<file path="config.mk">
export PLATFORM = sky130hd
export DESIGN_NAME = packet_stream_gen
export DESIGN_NICKNAME = d
export VERILOG_FILES = /design/src/rtl/packet_stream_gen.sv
export SDC_FILE = /design/constraint.sdc
export NUM_CORES = 2
export LEC_CHECK = 0
export BUFFER_PORTS_ARGS = -buffer_cell sky130_fd_sc_hd__buf_2
export CORE_AREA = 4 4 638 640
export CTS_CLUSTER_SIZE = 24
export DETAILED_ROUTE_END_ITERATION = 8
export DIE_AREA = 0 0 642 644
export SYNTH_ARGS = -nofsm -noshare
export SYNTH_HDL_FRONTEND = slang
export SYNTH_SLANG_ARGS = --single-unit
</file>
<file path="constraint.sdc">
create_clock -name clk -period 4.4 [get_ports clk]
set_input_delay 0 -clock clk [delete_from_list [all_inputs] [get_ports clk]]
set_output_delay 0 -clock clk [all_outputs]
set_load 0.02 [all_outputs]
</file>
<file path="src/rtl/packet_stream_gen.sv">
// Command-driven packet source: one header/len/seed command becomes a start/last framed
// stream whose payload words count up from the seed.
module packet_stream_gen_lane #(
    parameter int IDX = 0
) (
    input  logic        en,
    input  logic [31:0] base,
    output logic [31:0] word
);
    assign word = en ? base + 32'(IDX) : '0;
endmodule

module packet_stream_gen #(
    parameter int HEADER_BUS_WIDTH  = 512,
    parameter int PAYLOAD_BUS_WIDTH = 512,
    parameter int LEN_WIDTH         = 16
) (
    input  logic                         clk,
    input  logic                         rst_n,
    input  logic                         i_cmd_valid,
    input  logic [HEADER_BUS_WIDTH-1:0]  iv_cmd_head,
    input  logic [LEN_WIDTH-1:0]         iv_cmd_len,
    input  logic [31:0]                  iv_cmd_seed,
    output logic                         o_cmd_ready,
    output logic                         o_packet_out_valid,
    output logic [HEADER_BUS_WIDTH-1:0]  ov_packet_out_head,
    output logic [PAYLOAD_BUS_WIDTH-1:0] ov_packet_out_data,
    output logic                         o_packet_out_start,
    output logic                         o_packet_out_last,
    input  logic                         i_packet_out_ready,
    output logic                         o_busy,
    output logic [31:0]                  ov_pkt_cnt
);
    localparam int WORDS = PAYLOAD_BUS_WIDTH / 32;

    typedef enum logic {IDLE, SEND} state_t;

    typedef struct packed {
        logic [HEADER_BUS_WIDTH-1:0] head;
        logic [LEN_WIDTH-1:0]        len;
        logic [31:0]                 seed;
    } cmd_t;

    state_t               state, state_nxt;
    cmd_t                 cmd_r;
    logic [LEN_WIDTH-1:0] k;
    logic [31:0]          pkt_cnt;
    logic                 cmd_fire, beat_fire, at_last;
    logic [31:0]          base;
    logic [WORDS-1:0][31:0] words;

    assign at_last   = (k == cmd_r.len - LEN_WIDTH'(1));
    assign cmd_fire  = o_cmd_ready & i_cmd_valid;
    assign beat_fire = o_packet_out_valid & i_packet_out_ready;

    always_ff @(posedge clk) begin
        if (!rst_n) begin
            state   <= IDLE;
            cmd_r   <= '0;
            k       <= '0;
            pkt_cnt <= '0;
        end else begin
            state <= state_nxt;
            if (cmd_fire) begin
                cmd_r.head <= iv_cmd_head;
                // A zero-length command still produces one beat.
                cmd_r.len  <= (iv_cmd_len == '0) ? LEN_WIDTH'(1) : iv_cmd_len;
                cmd_r.seed <= iv_cmd_seed;
                k          <= '0;
            end
            if (beat_fire) begin
                if (at_last) pkt_cnt <= pkt_cnt + 32'd1;
                else         k       <= k + LEN_WIDTH'(1);
            end
        end
    end

    always_comb begin
        state_nxt          = state;
        o_cmd_ready        = 1'b0;
        o_packet_out_valid = 1'b0;
        case (state)
            IDLE: begin
                o_cmd_ready = 1'b1;
                if (i_cmd_valid) state_nxt = SEND;
            end
            SEND: begin
                o_packet_out_valid = 1'b1;
                if (i_packet_out_ready && at_last) state_nxt = IDLE;
            end
            default: state_nxt = IDLE;
        endcase
    end

    // Beat base word; each lane adds its own index. Wrap-around is modulo 2^32.
    assign base = cmd_r.seed + 32'(k) * 32'(WORDS);

    for (genvar j = 0; j < WORDS; j++) begin : g_lane
        packet_stream_gen_lane #(.IDX(j)) u_lane (
            .en  (o_packet_out_valid),
            .base(base),
            .word(words[j])
        );
    end

    assign ov_packet_out_data = words;
    assign ov_packet_out_head = o_packet_out_valid ? cmd_r.head : '0;
    assign o_packet_out_start = o_packet_out_valid && (k == '0);
    assign o_packet_out_last  = o_packet_out_valid && at_last;
    assign o_busy             = (state == SEND);
    assign ov_pkt_cnt         = pkt_cnt;
endmodule

</file>
## Word level (Yosys, flattened, before mapping)

Index checks and enable logic that the tools add are counted.
Widths: inputs -> output; s select.

- Bits in registers: 609
- Latch bits: 0
- RAM bits: 0
- ROM bits: 0
- Bits of input ports: 564
- Output and inout port bits: 1,061
- Logic and storage cells: 61
- Memories kept: 0

- Add/sub/neg operators: 19
- Multipliers: 0
- Div/mod/pow operators: 0
- Order comparisons: 0
- Equal/unequal tests: 1
- Shift operators: 0
- Mux-type cells: 26
- Bitwise gates (word level): 3
- Reduce and logical (&&, ||, !) cells: 6

Operators with widths:

| kind | number |
|---|---|
| $mux 32 | 16 |
| $mux 512 | 1 |
| $add 32x4->32 const B | 8 |
| $add 32x3->32 const B | 4 |
| $add 32x1->32 const B | 2 |
| $add 32x2->32 const B | 2 |
| $mux 16 | 4 |
| $add 32x20->32 | 1 |
| $logic_not 16->1 | 2 |
| $add 16x1->16 const B | 1 |
| $eq 16x16->1 | 1 |
| $sub 16x1->16 const B | 1 |
| $mux 1 | 4 |
| $logic_and 1x1->1 | 3 |
| $and 1x1->1 | 2 |
| $pmux 1 s2 | 1 |
| $reduce_and 2->1 | 1 |
| $not 1->1 | 1 |

## Depth between registers and ports, before layout

- Word-level depth: 5
- Depth in mapped cells: 16
- Depth with buffers taken out: 11

## Cells and area by module

From an unflattened synthesis, not the netlist that was laid out.

- Cell total of the unflattened synthesis: 5,650
- Area, all modules: 39,470.4 um^2

Modules (own cells, without submodules):

| module | instances | cells each | area an instance (um^2) | sequential area each (um^2) |
|---|---|---|---|---|
| packet_stream_gen | 1 | 3,586 | 26,788.2 | 12,191.7 |
| packet_stream_gen_lane (g_lane[11].u_lane) | 1 | 142 | 947.2 | 0.0 |
| packet_stream_gen_lane (g_lane[3].u_lane) | 1 | 145 | 875.8 | 0.0 |
| packet_stream_gen_lane (g_lane[5].u_lane) | 1 | 138 | 873.3 | 0.0 |
| packet_stream_gen_lane (g_lane[4].u_lane) | 1 | 129 | 862.1 | 0.0 |
| packet_stream_gen_lane (g_lane[7].u_lane) | 1 | 139 | 843.3 | 0.0 |
| packet_stream_gen_lane (g_lane[14].u_lane) | 1 | 136 | 832.0 | 0.0 |
| packet_stream_gen_lane (g_lane[6].u_lane) | 1 | 137 | 818.3 | 0.0 |
| packet_stream_gen_lane (g_lane[13].u_lane) | 1 | 130 | 814.5 | 0.0 |
| packet_stream_gen_lane (g_lane[1].u_lane) | 1 | 136 | 808.3 | 0.0 |
| packet_stream_gen_lane (g_lane[12].u_lane) | 1 | 133 | 805.8 | 0.0 |
| packet_stream_gen_lane (g_lane[9].u_lane) | 1 | 134 | 799.5 | 0.0 |
| packet_stream_gen_lane (g_lane[2].u_lane) | 1 | 133 | 795.8 | 0.0 |
| packet_stream_gen_lane (g_lane[10].u_lane) | 1 | 132 | 785.8 | 0.0 |
| 3 more rows | n/a | n/a | n/a | n/a |

## Least setup slack after synthesis

No wires, ideal clock.

- Kind: flip-flop to output port
- From: register k[0]
- To: output port ov_packet_out_data[283]
- Arrival time: 4,458 ps
- Data required time: 4,400 ps
- Path slack: -58 ps
- Stages on the path, launching flop included: 16
- Buffers on the path: 5
- Cell sequence: dfxtp_1 -> ha_1 -> fa_1 -> a21o_1 -> a221oi_2 -> o221ai_2 -> xor2_2 -> or3b_1 -> buf_2 -> or3_1 -> buf_2 -> or4_4 -> buf_6 -> buf_2 -> clkbuf_1 -> o31ai_1

- Word-level cells in the longest chain between the ends: 3

RTL lines:

| what | line | source |
|---|---|---|
| from (decl) | 46 | `logic [LEN_WIDTH-1:0] k;` |
| from (signal assigned) | 73 | `else k <= k + LEN_WIDTH'(1);` |
| $add 32x20->32 | 96 | `assign base = cmd_r.seed + 32'(k) * 32'(WORDS);` |
| $add 32x4->32 | 10 | `assign word = en ? base + 32'(IDX) : '0;` |
| $mux 32 | 10 |  |
| to (decl) | 27 | `output logic [PAYLOAD_BUS_WIDTH-1:0] ov_packet_out_data,` |

No other way between the ends.

## Worst setup path in the final report

- From: register cmd_r[4] (netlist bit)
- To: output port ov_packet_out_data[379]

- Word-level cells in the longest chain between the ends: 3

RTL lines:

| what | line | source |
|---|---|---|
| from (decl) | 45 | `cmd_t cmd_r;` |
| $add 32x20->32 | 96 |  |
| $add 32x4->32 | 10 |  |
| $mux 32 | 10 |  |

No other way between the ends.

==> flow_summary.yaml <==
run_status:
  status: "finished with violations"
  violations: "negative setup slack"
die:
  placement_rows: 233
  dieWidth_um: 642
  core-area_mm2: 0.401
  die_h_um: 644
  start_util_pct: 8.88
  dieArea_mm2: 0.413
  io_pins: 1625
clocking:
  clock-sinks: 609
  clk_pin_slew_ns: 0.07
  clk_latency_ns: 0.81
  clockBufferDepth: 4
  htree_num_levels: 3
  cts_tree: "built"
  cts_buffers: 94
  cts_root_buf: "clkbuf_16"
worst_hold_path:
  min_path_type: "input pin to flip-flop"
  holdCritStartpoint: "iv_cmd_head[313]"
critical_path:
  cp_max_fo: 24
  worst-path-buf-inv: 2
  criticalPathCategory: "flip-flop to primary output"
  worstSetupEndpoint: "ov_packet_out_data[379]"
  r2r-start: "cmd_r[32]"
  cp.arrival_ns: 4.86
  critPathTopFamily: "simple AND/OR/NAND/NOR gates"
  slowest_stage: "or4_4"
  rr_worst_depth: 13
  setup.worst_path.start: "cmd_r[4]"
  cp-end-kind: "primary output"
  crit_chain: "ha_4 -> fa_2 -> a21o_1 -> a221oi_4 -> o221ai_2 -> xor2_2 -> or3b_4 -> or3_4 -> or4_4 -> buf_12 -> or3_1 -> mux2i_1 -> buf_4"
  cp_data_required_time_ns: 4.40
  reg2reg_slack_ns: 0.52
  worstReg2RegEnd: "ov_pkt_cnt[27]"
  cp-start-kind: "flip-flop"
  cp.depth: 13
  cpPeakStageDelay_ns: 0.49
timing:
  hold_viol: 0
  tns_ns: -37.24
  setup_viol: 187
  setup_ws_ns: -0.460
  min_period_ns: 4.86
  slew_violations: 0
  max_slew_margin_pct: 23.3
  rsz0062_at_grt: "yes"
  clock_skew_ns: 0.0632
  max_freq_ghz: 0.206
  fin_crit_sh_pct: 110
  tightest_slew_ns: 1.15
global_routing:
  grt.total_usage_pct: 18.8
  grt_max_degree: 158
  overflow: 0
  grt_pass1_wl_um: 513000
  antenna_found_initial: 219
  grt_pass1_vias: 48200
logic_synthesis:
  syn_area_per_cell_um2: 6.97
  netlist_area_mm2: 0.0356
  synthMuxAreaShare_pct: 3.79
  synth.distinct_cells: 72
  synth_top_area_cell: "dfxtp_1"
  synth_edf_count: 0
  synth_fp_nets: 5707
  async_flop_share_pct: 0
  synth_xor_area_share_pct: 6.90
  yosys-top-cells-area: "dfxtp_1 34%, nand2_1 13%, a21oi_1 9.8%, and2_1 9.5%, clkbuf_1 4.4%"
  synthAdderAreaFrac_pct: 1.21
  netlist_instances: 5109
  synth.top_cell.area_share_pct: 34.2
  synth_simple_gate_area_share_pct: 35.0
  seq_area_frac_synth_pct: 34.2
  synth_top_family_by_area: "simple AND/OR/NAND/NOR gates"
  synth_compound_area_share_pct: 12.9
  ys_ff_latch: 609
  yosys_most_used_dff: "dfxtp_1"
  yosys_warnings: 0
place:
  numPortBuffers: 1624
  dp_hpwl_um: 343000
  dp_slack_ns: -0.132
  gp_congestion: 0.918
layout:
  final_common_cell: "buf_2"
  drive_gt1_share_pct: 34.6
  fill_cells: 45100
  nNetsFinal: 8418
  synthToLayoutAreaGrowth_pct: 105
  layout_common_cells: "1351 x buf_2, 1237 x nand2_1, 988 x dlygate4sd3_1, 661 x a21oi_1, 603 x dfxtp_1"
route:
  drtIter0Drc: 3636
  post-route-drc-count: 0
  drt_pass1_iterations: 8
  wl_per_cell_um: 31.1
  dr_total_vias: 49500
  viasPerCell: 3.73
  ant_nets: 0
  routed_wl_um: 412000
pwr:
  power_mw: 18.3
  power_density_mw_per_mm2: 251
  irDropWorstVdd_mv: 0.295
  cellLeakagePower_nw: 30.1
run:
  maxCapViolations: 0
## layer usage
layer	wire, um	global-route usage, %
met1	132000	17.6
met2	207000	34.4
met3	45900	8.91
met4	27300	8.95
met5	195	0
## worst min-delay path: stages
cell and delay [ns]:
dlygate4sd3_1 0.59, buf_2 0.17, nand2_1 0.06, a21oi_1 0.05
## logic make-up after synthesis
family                     count (synthesis)
and+or+nand+nor                         2664
AOI/OAI and AO/OA                        871
DFF                                      609
buffers and inverters                    517
xor gates and xnor gates                 279
muxes                                    135
adders and majority gates                 34
## flip-flops by register name (all words and copies together) (netlist names)
register and flops:
o_busy 1, k 16, cmd_r 560, ov_pkt_cnt 32
## worst min path at each step
stage                            end  depth (start not counted)
after detailed placement  cmd_r[200]                          3
after global placement     cmd_r[60]                          3
after CTS                 cmd_r[114]                          4
after floorplan           cmd_r[100]                          2
final                     cmd_r[361]                          4
after global routing      cmd_r[368]                          4
## cells in the mapped netlist (all sizes together), types with 13 or more instances
cell,instances
nand2b,13
o31ai,22
and3,33
a21oi,698
xor2,112
nor4,68
or4,14
inv,34
clkbuf,415
or3,78
ha,33
and2,542
nand3,98
nor2,355
mux2i,135
o21ai,97
nand2,1271
nand4,73
buf,66
nor3,80
dfxtp,609
xnor2,167
## what timing repair did
| action | CTS | global route |
|---|---|---|
| gates resized for setup | 380 | 556 |
| gates cloned | 1 | 11 |
| buffers inserted | 47 | 80 |
| endpoints found under the hold margin | 577 | 0 |
| hold buffers | 988 | 0 |
| pin swaps | 38 | 135 |
| setup endpoints to repair | 310 | 256 |
## per-stage QoR
stage	utilization [%]	cell area [um2]	instances	hold WS (ns)
5_1_grt	18.1	72800	13200	0.0338
2_1_floorplan	-	35600	5109	0.136
3_5_place_dp	13.5	54100	11900	0.245
6_report	18.2	72900	13300	0.0819
3_3_place_gp	13.5	54100	11900	0.241
4_1_cts	17.3	69300	13100	0.000170
## cell type report
type / count / area [um2] / share of cell area [%]
Sequential cell: 609 / 12200 / 16.7
Timing Repair Buffer: 3096 / 25900 / 35.5
Clock inverter: 41 / 452 / 0.620
Tap cell: 5287 / 6620 / 9.08
Clock buffer: 123 / 2670 / 3.66
Antenna cell: 98 / 245 / 0.337
Multi-Input combinational cell: 3983 / 24700 / 33.9
Inverter: 36 / 150 / 0.206
## where the power goes
part / switching [mW] / leakage, nW / internal, mW
clock network: 3.27 / 1.51 / 4.62
logic: 2.68 / 23.6 / 1.71
registers: 0.180 / 4.99 / 5.81
Power figures use the tool's default switching activity.
